### src/rtl/qft_gate_pkg.sv
// Shared gate codes and fixed-point helpers for the state-vector gate engines.
// The fallback width keeps this file self-contained when the fixed-point header is absent.
`ifndef TOTAL_WIDTH
`define TOTAL_WIDTH 8
`endif

package qft_gate_pkg;

    localparam int FP_WIDTH = `TOTAL_WIDTH;
    localparam int FP_FRAC  = 4;

    typedef enum logic [1:0] {
        GATE_I = 2'd0,
        GATE_X = 2'd1,
        GATE_Z = 2'd2,
        GATE_Y = 2'd3
    } gate_e;

    // Two's-complement negate clamped to the w-bit range, so -min maps to +max.
    function automatic logic signed [31:0] sat_neg(input logic signed [31:0] a, input int w);
        logic signed [31:0] min_v;
        min_v = -(32'sd1 <<< (w - 1));
        if (a == min_v) return (32'sd1 <<< (w - 1)) - 32'sd1;
        return -a;
    endfunction

endpackage

### src/rtl/pair_gate_alu.sv
// Combinational single-qubit gate on one amplitude pair (a0 = |..0..>, a1 = |..1..>).
module pair_gate_alu
    import qft_gate_pkg::*;
#(
    parameter int WIDTH = FP_WIDTH
) (
    input  logic        [1:0]       gate_sel,
    input  logic signed [WIDTH-1:0] a0_re,
    input  logic signed [WIDTH-1:0] a0_im,
    input  logic signed [WIDTH-1:0] a1_re,
    input  logic signed [WIDTH-1:0] a1_im,
    output logic signed [WIDTH-1:0] b0_re,
    output logic signed [WIDTH-1:0] b0_im,
    output logic signed [WIDTH-1:0] b1_re,
    output logic signed [WIDTH-1:0] b1_im
);

    logic signed [WIDTH-1:0] n_a0_im, n_a1_re, n_a1_im;

    assign n_a0_im = WIDTH'(sat_neg(32'(a0_im), WIDTH));
    assign n_a1_re = WIDTH'(sat_neg(32'(a1_re), WIDTH));
    assign n_a1_im = WIDTH'(sat_neg(32'(a1_im), WIDTH));

    always_comb begin
        b0_re = a0_re;
        b0_im = a0_im;
        b1_re = a1_re;
        b1_im = a1_im;
        case (gate_e'(gate_sel))
            GATE_X: begin
                b0_re = a1_re;   b0_im = a1_im;
                b1_re = a0_re;   b1_im = a0_im;
            end
            GATE_Z: begin
                b1_re = n_a1_re; b1_im = n_a1_im;
            end
            // Y = [[0,-i],[i,0]]: multiplying by -i / +i is a swap of parts with one negation.
            GATE_Y: begin
                b0_re = a1_im;   b0_im = n_a1_re;
                b1_re = n_a0_im; b1_im = a0_re;
            end
            default: ;
        endcase
    end

endmodule

### src/rtl/qubit_gate_engine.sv
// NUM_QUBITS state-vector register with a sequential single-qubit gate sweep,
// one amplitude pair per clock, plus an IDLE-only load port and combinational readout.
module qubit_gate_engine
    import qft_gate_pkg::*;
#(
    parameter  int NUM_QUBITS = 3,
    parameter  int WIDTH      = FP_WIDTH,
    parameter  int FRAC       = FP_FRAC,
    localparam int AW         = NUM_QUBITS,
    localparam int TW         = (NUM_QUBITS > 1) ? $clog2(NUM_QUBITS) : 1
) (
    input  logic                    clk,
    input  logic                    rst_n,
    input  logic                    load_valid,
    input  logic        [AW-1:0]    load_addr,
    input  logic signed [WIDTH-1:0] load_re,
    input  logic signed [WIDTH-1:0] load_im,
    input  logic                    start,
    input  logic        [1:0]       gate_sel,
    input  logic        [TW-1:0]    target,
    output logic                    busy,
    output logic                    done,
    output logic                    err,
    input  logic        [AW-1:0]    rd_addr,
    output logic signed [WIDTH-1:0] rd_re,
    output logic signed [WIDTH-1:0] rd_im
);

    localparam int NA = 1 << AW;
    localparam int NP = 1 << (AW - 1);
    localparam int KW = (AW > 1) ? AW - 1 : 1;

    typedef enum logic [1:0] {S_IDLE, S_RUN, S_FIN} state_e;

    state_e                  state_q, state_d;
    logic        [KW-1:0]    k_q, k_d;
    logic        [1:0]       gate_q, gate_d;
    logic        [TW-1:0]    tgt_q, tgt_d;
    logic                    busy_q, busy_d;
    logic                    done_q, done_d;
    logic                    err_q, err_d;
    logic signed [WIDTH-1:0] amp_re_q [NA];
    logic signed [WIDTH-1:0] amp_im_q [NA];
    logic signed [WIDTH-1:0] amp_re_d [NA];
    logic signed [WIDTH-1:0] amp_im_d [NA];

    logic        [AW-1:0]    k_ext, mask, i0, i1;
    logic signed [WIDTH-1:0] b0_re, b0_im, b1_re, b1_im;

    // i0 = k with a zero spliced in at bit 'target'; i1 is its partner with that bit set.
    always_comb begin
        k_ext = AW'(k_q);
        mask  = (AW'(1) << tgt_q) - AW'(1);
        i0    = (k_ext & mask) | ((k_ext & ~mask) << 1);
        i1    = i0 | (AW'(1) << tgt_q);
    end

    pair_gate_alu #(.WIDTH(WIDTH)) u_alu (
        .gate_sel (gate_q),
        .a0_re    (amp_re_q[i0]),
        .a0_im    (amp_im_q[i0]),
        .a1_re    (amp_re_q[i1]),
        .a1_im    (amp_im_q[i1]),
        .b0_re    (b0_re),
        .b0_im    (b0_im),
        .b1_re    (b1_re),
        .b1_im    (b1_im)
    );

    always_comb begin
        state_d  = state_q;
        k_d      = k_q;
        gate_d   = gate_q;
        tgt_d    = tgt_q;
        err_d    = err_q;
        amp_re_d = amp_re_q;
        amp_im_d = amp_im_q;
        case (state_q)
            S_IDLE: begin
                // The load lands in the same edge as the command latch, so the sweep sees it.
                if (load_valid) begin
                    amp_re_d[load_addr] = load_re;
                    amp_im_d[load_addr] = load_im;
                end
                if (start) begin
                    if (int'(target) < NUM_QUBITS) begin
                        gate_d  = gate_sel;
                        tgt_d   = target;
                        err_d   = 1'b0;
                        k_d     = '0;
                        state_d = S_RUN;
                    end else begin
                        err_d   = 1'b1;
                        state_d = S_FIN;
                    end
                end
            end
            S_RUN: begin
                amp_re_d[i0] = b0_re;
                amp_im_d[i0] = b0_im;
                amp_re_d[i1] = b1_re;
                amp_im_d[i1] = b1_im;
                k_d          = k_q + KW'(1);
                if (k_q == KW'(NP - 1)) begin
                    k_d     = '0;
                    state_d = S_FIN;
                end
            end
            S_FIN:   state_d = S_IDLE;
            default: state_d = S_IDLE;
        endcase
        busy_d = (state_d == S_RUN);
        done_d = (state_d == S_FIN);
    end

    always_ff @(posedge clk or negedge rst_n) begin
        if (!rst_n) begin
            state_q <= S_IDLE;
            k_q     <= '0;
            gate_q  <= '0;
            tgt_q   <= '0;
            busy_q  <= 1'b0;
            done_q  <= 1'b0;
            err_q   <= 1'b0;
            for (int i = 0; i < NA; i++) begin
                amp_re_q[i] <= '0;
                amp_im_q[i] <= '0;
            end
            amp_re_q[0] <= WIDTH'(1 << FRAC);
        end else begin
            state_q  <= state_d;
            k_q      <= k_d;
            gate_q   <= gate_d;
            tgt_q    <= tgt_d;
            busy_q   <= busy_d;
            done_q   <= done_d;
            err_q    <= err_d;
            amp_re_q <= amp_re_d;
            amp_im_q <= amp_im_d;
        end
    end

    assign busy  = busy_q;
    assign done  = done_q;
    assign err   = err_q;
    assign rd_re = amp_re_q[rd_addr];
    assign rd_im = amp_im_q[rd_addr];

endmodule
### config.mk
export PLATFORM = sky130hd
export DESIGN_NAME = qubit_gate_engine
export DESIGN_NICKNAME = d
export VERILOG_FILES = /design/src/rtl/qft_gate_pkg.sv /design/src/rtl/pair_gate_alu.sv /design/src/rtl/qubit_gate_engine.sv
export SDC_FILE = /design/constraint.sdc
export NUM_CORES = 1
export LEC_CHECK = 0
export ABC_AREA = 1
export CORE_MARGIN = 5
export CORE_UTILIZATION = 30
export CTS_BUF_LIST = sky130_fd_sc_hd__clkbuf_8
export DETAILED_ROUTE_END_ITERATION = 8
export PLACE_DENSITY_LB_ADDON = 0.12
export SLEW_MARGIN = 20
export SYNTH_ARGS = -nofsm -noshare
export SYNTH_HDL_FRONTEND = slang
export SYNTH_SLANG_ARGS = --single-unit
### constraint.sdc
create_clock -name clk -period 2.35 [get_ports clk]
set_input_delay 0.47 -clock clk [delete_from_list [all_inputs] [get_ports clk]]
set_output_delay 0.47 -clock clk [all_outputs]
set_load 0.005 [all_outputs]
Word level (Yosys, flattened, before mapping)
Index checks and enable logic that the tools add are counted.
{ "totals": {"regBits": 139, "wordCells": 124} }
{ "op_classes": {"addsub": 5, "n_lt_le_gt_ge": 8, "eq_ne": 13, "n_shift": 1, "mux": 56, "n_bitwise": 9, "n_reduce_logical": 9} }
{ "op_table": {"columns": ["operator", "n"], "rows": [
  ["bitwise mux 64 bit", 6],
  ["one-hot mux 64 bit (2 select lines)", 2],
  ["2-to-1 mux 8 bit", 21],
  ["binary-select mux 8 bit (select 3 bit)", 6],
  ["2-to-1 mux 64 bit", 2],
  ["demux 8 bit (select 3 bit)", 3],
  ["one-hot mux 8 bit (3 select lines)", 2],
  ["one-hot mux 8 bit (2 select lines)", 2],
  ["equality test 8 bit, second input constant", 3],
  ["negation 8 bit", 3],
  [">= comparator 4 bit, second input constant", 4],
  ["inverter 3 -> 4 bit", 4],
  ["less-than comparator 4 x 1 -> 1 bit, second input constant", 3],
  ["2-to-1 mux 2 bit", 6],
  ["equality test 2 bit, second input constant", 4],
  ["one-hot mux 2 bit (2 select lines)", 2],
  ["equality test 2 x 1 -> 1 bit, second input constant", 3],
  ["inequality test 2 bit, second input constant", 3],
  ["bitwise OR 3 bit", 2],
  ["AND reduction 3 bit", 2],
  ["2-to-1 mux 1 bit", 4],
  ["AND reduction 2 bit", 2],
  ["bitwise AND 2 x 3 -> 3 bit", 1],
  ["logical AND 1 bit", 3],
  ["other kinds (8)", 8]
]} }

Logic depth before layout (Yosys ltp)
Gate-level depths: netlist of the first run.
{ "depth": {"word_depth": 17, "mapped_depth": 23, "ltp_nobuf": 21} }

Cells and area by module
A second synthesis of the first run with hierarchy kept.
{ "hier_totals": {"cells_unflattened": 2373, "hier_area_um2": 13489.2} }
{ "by_module_without_submodules": {"columns": ["mod", "instances", "cells_each", "area_each_um2", "seq_area_each_um2"], "rows": [
  ["qubit_gate_engine", 1, 2118, 12253.0, 3479.6],
  ["pair_gate_alu", 1, 255, 1236.2, 0.0]
]} }

Least setup slack after synthesis of the first run
OpenSTA, ideal clock, no wires.
{ "synth_timing": {"path_kind": "register to register", "start": "register tgt_q[1]", "end": "register amp_im_q[59] in the netlist's numbering", "arrival_ns": 2.494, "setup_slack_ns": -0.221, "stages_incl_launch_ff": 21, "path_buffers": 2, "period_less_slack_ns": 2.571, "path_cell_list": "dfrtp_1 buf_6 nor2_8 nand2_4 nand2_4 inv_2 nor2_1 buf_2 nand2_1 nand4_4 ha_1 nand4_1 nor2_1 nand3_1 nand2_1 inv_2 nand3_4 nand3_1 o21ai_1 nand2_1 a21oi_1"} }
{ "synth_via": {"elab_chain_len": 17, "word_cells_on_any_way": 44} }
{ "synth_rtl": {"columns": ["item", "line_no", "source"], "rows": [
  ["from (decl)", "qubit_gate_engine.sv:38", "logic [TW-1:0] tgt_q, tgt_d;"],
  ["from (signal assigned)", "qubit_gate_engine.sv:134", "tgt_q <= tgt_d;"],
  ["<< shifter 1 x 2 -> 3 bit *", "qubit_gate_engine.sv:53, qubit_gate_engine.sv:55", null],
  ["parallel branches: the longest is 14 deep, another holds negation 8 bit", null, null],
  ["bitwise mux 64 bit *", "qubit_gate_engine.sv:102", "amp_im_d[i1] = b1_im;"],
  ["one-hot mux 64 bit (2 select lines) *", "qubit_gate_engine.sv:78", "case (state_q)"],
  ["to (signal assigned)", "qubit_gate_engine.sv:139", "amp_im_q <= amp_im_d;"],
  ["to (decl)", "qubit_gate_engine.sv:43", "logic signed [WIDTH-1:0] amp_im_q [NA];"]
]} }
Mark *: on every way between the ends. The select of a mux whose other input is x is not followed.
A chain may end at the register's enable or synchronous reset.

Final worst setup path of the first run
{ "layout_timing": {"start": "register tgt_q[0]", "end": "register amp_im_q[33] in the netlist's numbering"} }
Same word-level chain as after synthesis.

==> results_dict.tcl, run 1 <==
set metrics [dict create \
    grt_pass1_wl_um 117000 \
    finish.instance_area_um2 20900 \
    grt_max_degree 52 \
    drc_errors 0 \
    timing.final.ws_setup_ns -0.661 \
    setup_violations 128 \
    drt-total-wl_um 83100 \
    end_kind "register" \
    ys.flop_type "dfrtp_1" \
    area_growth_pct 61.3 \
    grt_pass1_vias 17000 \
    fin_crit_sh 1.28 \
    routedWlPerCell_um 25.7 \
    ys.warnings.count 0 \
    relSlewSlack 0.361 \
    track_usage 0.337 \
    drive_gt1_frac 0.404 \
    cts_tree "yes" \
    vias 18200 \
    max_freq_mhz 332 \
    die_h_um 218 \
    post_dp_cell_area_um2 18000 \
    ctsLongestPathBuffers 2 \
    vias_per_cell 5.65 \
    worstSetupPathType "register to register" \
    synth_cell_types 51 \
    portBuffers 48 \
    dp_cells 3124 \
    layout_common_cells "nand2_1, buf_4, nor2_1" \
    antenna_cells 0 \
    dpl.hpwl_um 61200 \
    start_kind "register" \
    outcome "finished with violations" \
    root_buffer "clkbuf_8" \
    grt-ovfl-total 0 \
    rsz0062_at_grt "yes" \
    die_w_um 218 \
    ant_nets 0 \
    io_pins 49 \
    antenna_found_initial 0 \
    start_util 0.302 \
    gp_congestion 1.00 \
    synth_edf_count 0 \
    period_minus_slack_ns 3.01 \
    syn_area_um2 13000 \
    cts_max_level 4 \
    ys_ff_latch 139 \
    rows 76 \
    cp_max_fo 8 \
    async_flop_share 1.00 \
    arrival_ns 3.52 \
    core_region_area_um2 42900 \
    syn-num-nets 2206 \
    clk_latency_ns 0.59 \
    violations "setup timing" \
    cts.sinks 139 \
    postSynthAreaPerCell_um2 5.97 \
    synthCells 2171 \
    required_ns 2.86 \
    final_nets 2666 \
    worst_slew_pin_slew_ns 0.954 \
    drt-initial-drc-count 2419 \
    cts_buffers 17 \
    final_common_cell "nand2_1" \
    pre_cts_slack_ns -1.10 \
    final_cells 3229 \
    die-area_um2 47400 \
    path_clk_slew_ns 0.10 \
    fin_skew_ns 0.0211 \
    hold_violations 0 \
    firstDrtPassIters 6 \
    synth-seq-area-share 0.269 \
    cap_violations 0 \
    drv_slew 0 \
    hold_path.class "input pin to register" \
]
==> flip-flops by register name, indices dropped and copies added (netlist names) <==
register / cells
amp_im_q: 64
amp_re_q: 64
busy: 1
done: 1
err: 1
gate_q: 2
k_q: 2
state_q: 2
tgt_q: 2
==> timing repair <==
item	4_1_cts	5_1_grt
pin swaps	83	159
resized for setup	217	368
cloned	2	3
setup buffers	25	52
endpoints found under the hold margin	46	0
hold buffers	1	0
endpoints found under the setup margin	144	144
==> critical path, stage by stage (launching register included) <==
cell     delay [ns]
dfrtp_2        0.44
buf_6          0.13
nor2_8         0.12
nand2_4        0.09
buf_6          0.13
a21oi_4        0.15
buf_12         0.17
nand2_1        0.10
nand4_4        0.16
ha_4           0.15
nand4_1        0.14
nor2_2         0.16
nand3_2        0.13
nand2_2        0.10
nand2_2        0.06
nand2_2        0.08
o21ai_4        0.15
o21ai_2        0.20
nand2_1        0.08
a21oi_2        0.13
==> cells by family after synthesis <==
kind of cell,count (synthesis),synth area share
AND/OR/NAND/NOR,1188,0.393
AO/OA/AOI/OAI,549,0.239
XOR/XNOR,2,0.00135
buffers and inverters,288,0.0937
adder cells (fa/ha/maj),5,0.00483
flip-flops,139,0.269
==> metal layers <==
metal	global-route usage	wire, um	vias up
met5	0	0	-
met4	0.160	4750	0
met3	0.0789	8010	277
met2	0.496	35500	1133
met1	0.465	34800	8705
li1	-	-	8116
==> cell type report <==
| type | count | area, um^2 |
|---|---|---|
| well taps | 585 | 732 |
| flip-flops and latches | 139 | 3490 |
| clock inverters | 15 | 199 |
| repair buffers | 560 | 5320 |
| clock buffers | 17 | 234 |
| fillers | 4444 | 22000 |
| multi-input cells | 1744 | 10200 |
| inverters | 169 | 679 |
==> stage by stage <==
step	util	TNS (ns)	hold slack, ns
floorplan	-	-14.24	0.174
global placement	0.419	-111.73	0.495
detailed placement	0.419	-111.58	0.501
CTS	0.449	-64.98	0.402
global route	0.487	-80.09	0.433
finish	0.487	-67.75	0.438
==> cells in the mapped netlist (all sizes together) (6+ instances only) <==
cell type  number  area, um^2
a21oi         281        1460
a31oi          16         100
nand2         723        2820
a221oi         15         180
clkbuf         68         256
nor2          241        1010
dfrtp         138        3450
buf            51         323
nor3           10        50.1
o211ai         26         195
nand3         190        1020
o22ai          15        93.8
inv           165         619
o21ai         181         925
o221ai          6        52.6
nand4          16         128
==> final timing paths <==
kind,from,to,slack (ns),cells past startpoint
worst max register to register,tgt_q[0],amp_im_q[33],-0.66,19
worst min-delay path,gate_sel[1],gate_q[1],0.44,3
max in group asynchronous,rst_n,amp_re_q[36],1.25,3
min in group asynchronous,rst_n,amp_re_q[53],0.45,2
worst max-delay path,tgt_q[0],amp_im_q[33],-0.66,19
worst min register to register,amp_re_q[0],amp_re_q[0],0.51,2
Power of run 1 is left out: the tool's default activity adds up to more than one toggle a clock period on the data nets, which glitch-free logic cannot reach.
==> run 2: changes to the inputs <==
--- a/config.mk
+++ b/config.mk
@@ -11,7 +11,6 @@
 export CTS_BUF_LIST = sky130_fd_sc_hd__clkbuf_8
 export DETAILED_ROUTE_END_ITERATION = 8
 export PLACE_DENSITY_LB_ADDON = 0.12
-export SLEW_MARGIN = 20
 export SYNTH_ARGS = -nofsm -noshare
 export SYNTH_HDL_FRONTEND = slang
 export SYNTH_SLANG_ARGS = --single-unit
==> results of run 2 <==
The final DEF is identical to that of run 1; final timing and power are the same.
Power of run 2 is left out for the same reason.
==> run 3: changes to the inputs <==
--- a/config.mk
+++ b/config.mk
@@ -10,7 +10,7 @@
 export CORE_UTILIZATION = 30
 export CTS_BUF_LIST = sky130_fd_sc_hd__clkbuf_8
 export DETAILED_ROUTE_END_ITERATION = 8
-export PLACE_DENSITY_LB_ADDON = 0.12
+export PLACE_DENSITY = 0.48
 export SYNTH_ARGS = -nofsm -noshare
 export SYNTH_HDL_FRONTEND = slang
 export SYNTH_SLANG_ARGS = --single-unit
==> results_dict.tcl, run 3 (same netlist as run 1, synthesis figures left out) <==
set metrics [dict create \
    outcome "finished with violations" \
    violations "setup timing" \
    die-area_um2 47400 \
    drive_gt1_frac 0.356 \
    worst_slew_pin_slew_ns 1.22 \
    core_region_area_um2 42900 \
    hold_path.class "input pin to asynchronous set/reset pin" \
    track_usage 0.341 \
    cts_buffers 17 \
    area_growth_pct 55.7 \
    period_minus_slack_ns 3.01 \
    ctsLongestPathBuffers 2 \
    final_common_cell "nand2_1" \
    relSlewSlack 0.188 \
    rows 76 \
    max_freq_mhz 333 \
    firstDrtPassIters 6 \
    cts_max_level 4 \
    portBuffers 48 \
    timing.final.ws_setup_ns -0.657 \
    dpl.hpwl_um 61300 \
    top_regs "amp_im_q (64), amp_re_q (64)" \
    fillers 4472 \
    dp_cells 3111 \
    worstSetupPathType "register to register" \
    io_pins 49 \
    fin_skew_ns 0.0321 \
    grt_pass1_vias 17200 \
    start_kind "register" \
    end_kind "register" \
    setup_violations 136 \
    clk_latency_ns 0.58 \
    drt-total-wl_um 83700 \
    vias 18400 \
    final_cells 3197 \
    layout_common_cells "nand2_1, buf_4, a21oi_1" \
    final_nets 2632 \
    rsz0062_at_grt "yes" \
    cap_violations 0 \
    routedWlPerCell_um 26.2 \
    cts.sinks 139 \
    fin_crit_sh 1.28 \
    r2r_slack_ns -0.66 \
    grt_pass1_wl_um 118000 \
    required_ns 2.85 \
    die_w_um 218 \
    grt_max_degree 54 \
    path_clk_slew_ns 0.09 \
    gp_congestion 1.01 \
    antenna_found_initial 0 \
    start_util 0.302 \
    drt-initial-drc-count 2595 \
    grt-ovfl-total 0 \
    root_buffer "clkbuf_8" \
    die_h_um 218 \
    drc_errors 0 \
    cts_tree "yes" \
    cp_max_fo 10 \
    drv_slew 0 \
    vias_per_cell 5.75 \
    arrival_ns 3.51 \
    ant_nets 0 \
    hold_violations 0 \
]
[run 3: path summary, 6_finish.rpt]
kind                                   start      endpoint  cells past startpoint
worst max-delay path                tgt_q[0]  amp_im_q[49]                     21
worst min-delay path                   rst_n           err                      2
worst max register to register      tgt_q[0]  amp_im_q[49]                     21
worst min register to register  amp_re_q[47]  amp_re_q[47]                      2
max in group asynchronous              rst_n  amp_re_q[61]                      3
min in group clk                 gate_sel[0]     gate_q[0]                      3
[run 3: cell type report]
| cell class | count | area [um^2] | area share |
|---|---|---|---|
| diodes | 2 | 5.00 | 0.000248 |
| clock buffers | 17 | 234 | 0.0116 |
| clock inverters | 15 | 175 | 0.00869 |
| inverters | 169 | 657 | 0.0326 |
| multi-input cells | 1745 | 9870 | 0.489 |
| flip-flops and latches | 139 | 3480 | 0.173 |
| well taps | 585 | 732 | 0.0363 |
| repair buffers | 525 | 5010 | 0.248 |
[run 3: metal layers]
layer / share of wire / global-route usage / vias up
met2: 0.42 / 0.502 / 1233
li1: - / - / 8047
met4: 0.053 / 0.141 / 0
met3: 0.11 / 0.0844 / 265
met5: 0 / 0 / -
met1: 0.41 / 0.478 / 8841
[run 3: what timing repair did]
| item | 4_1_cts | 5_1_grt |
|---|---|---|
| setup buffers | 29 | 22 |
| hold buffers | 1 | 0 |
| gates cloned | 3 | 3 |
| hold endpoints to repair | 49 | 0 |
| setup endpoints to repair | 144 | 142 |
| resized for setup | 189 | 251 |
| pin swaps | 40 | 95 |
[run 3: metrics by stage]
step           instance area, um^2   util  hold WS, ns  worst slack (ns)  setup TNS, ns
3_3_place_gp                 17800  0.415        0.492            -0.849         -80.28
5_1_grt                      20200  0.470        0.480            -0.778         -86.41
4_1_cts                      19100  0.446        0.428            -0.608         -64.90
3_5_place_dp                 17800  0.415        0.495            -0.862         -84.95
6_report                     20200  0.470        0.438            -0.657         -68.21
2_1_floorplan                13300      -        0.174            -0.198         -14.24
[run 3: worst max-delay path, cell delays in order (launching register included)]
cell	delay (ns)
dfrtp_2	0.43
buf_6	0.13
nor2_8	0.16
nor2_2	0.07
buf_12	0.15
buf_6	0.14
nand2_2	0.06
nand2_2	0.06
nand2_4	0.08
nand2_4	0.06
a21oi_4	0.20
ha_4	0.16
nand4_1	0.14
nor2_2	0.17
nand3_2	0.10
nand2_1	0.07
nand2_1	0.06
nand2_2	0.11
o21ai_4	0.14
o21ai_2	0.19
nand2_1	0.09
a21oi_2	0.13
Power of run 3 is left out for the same reason.
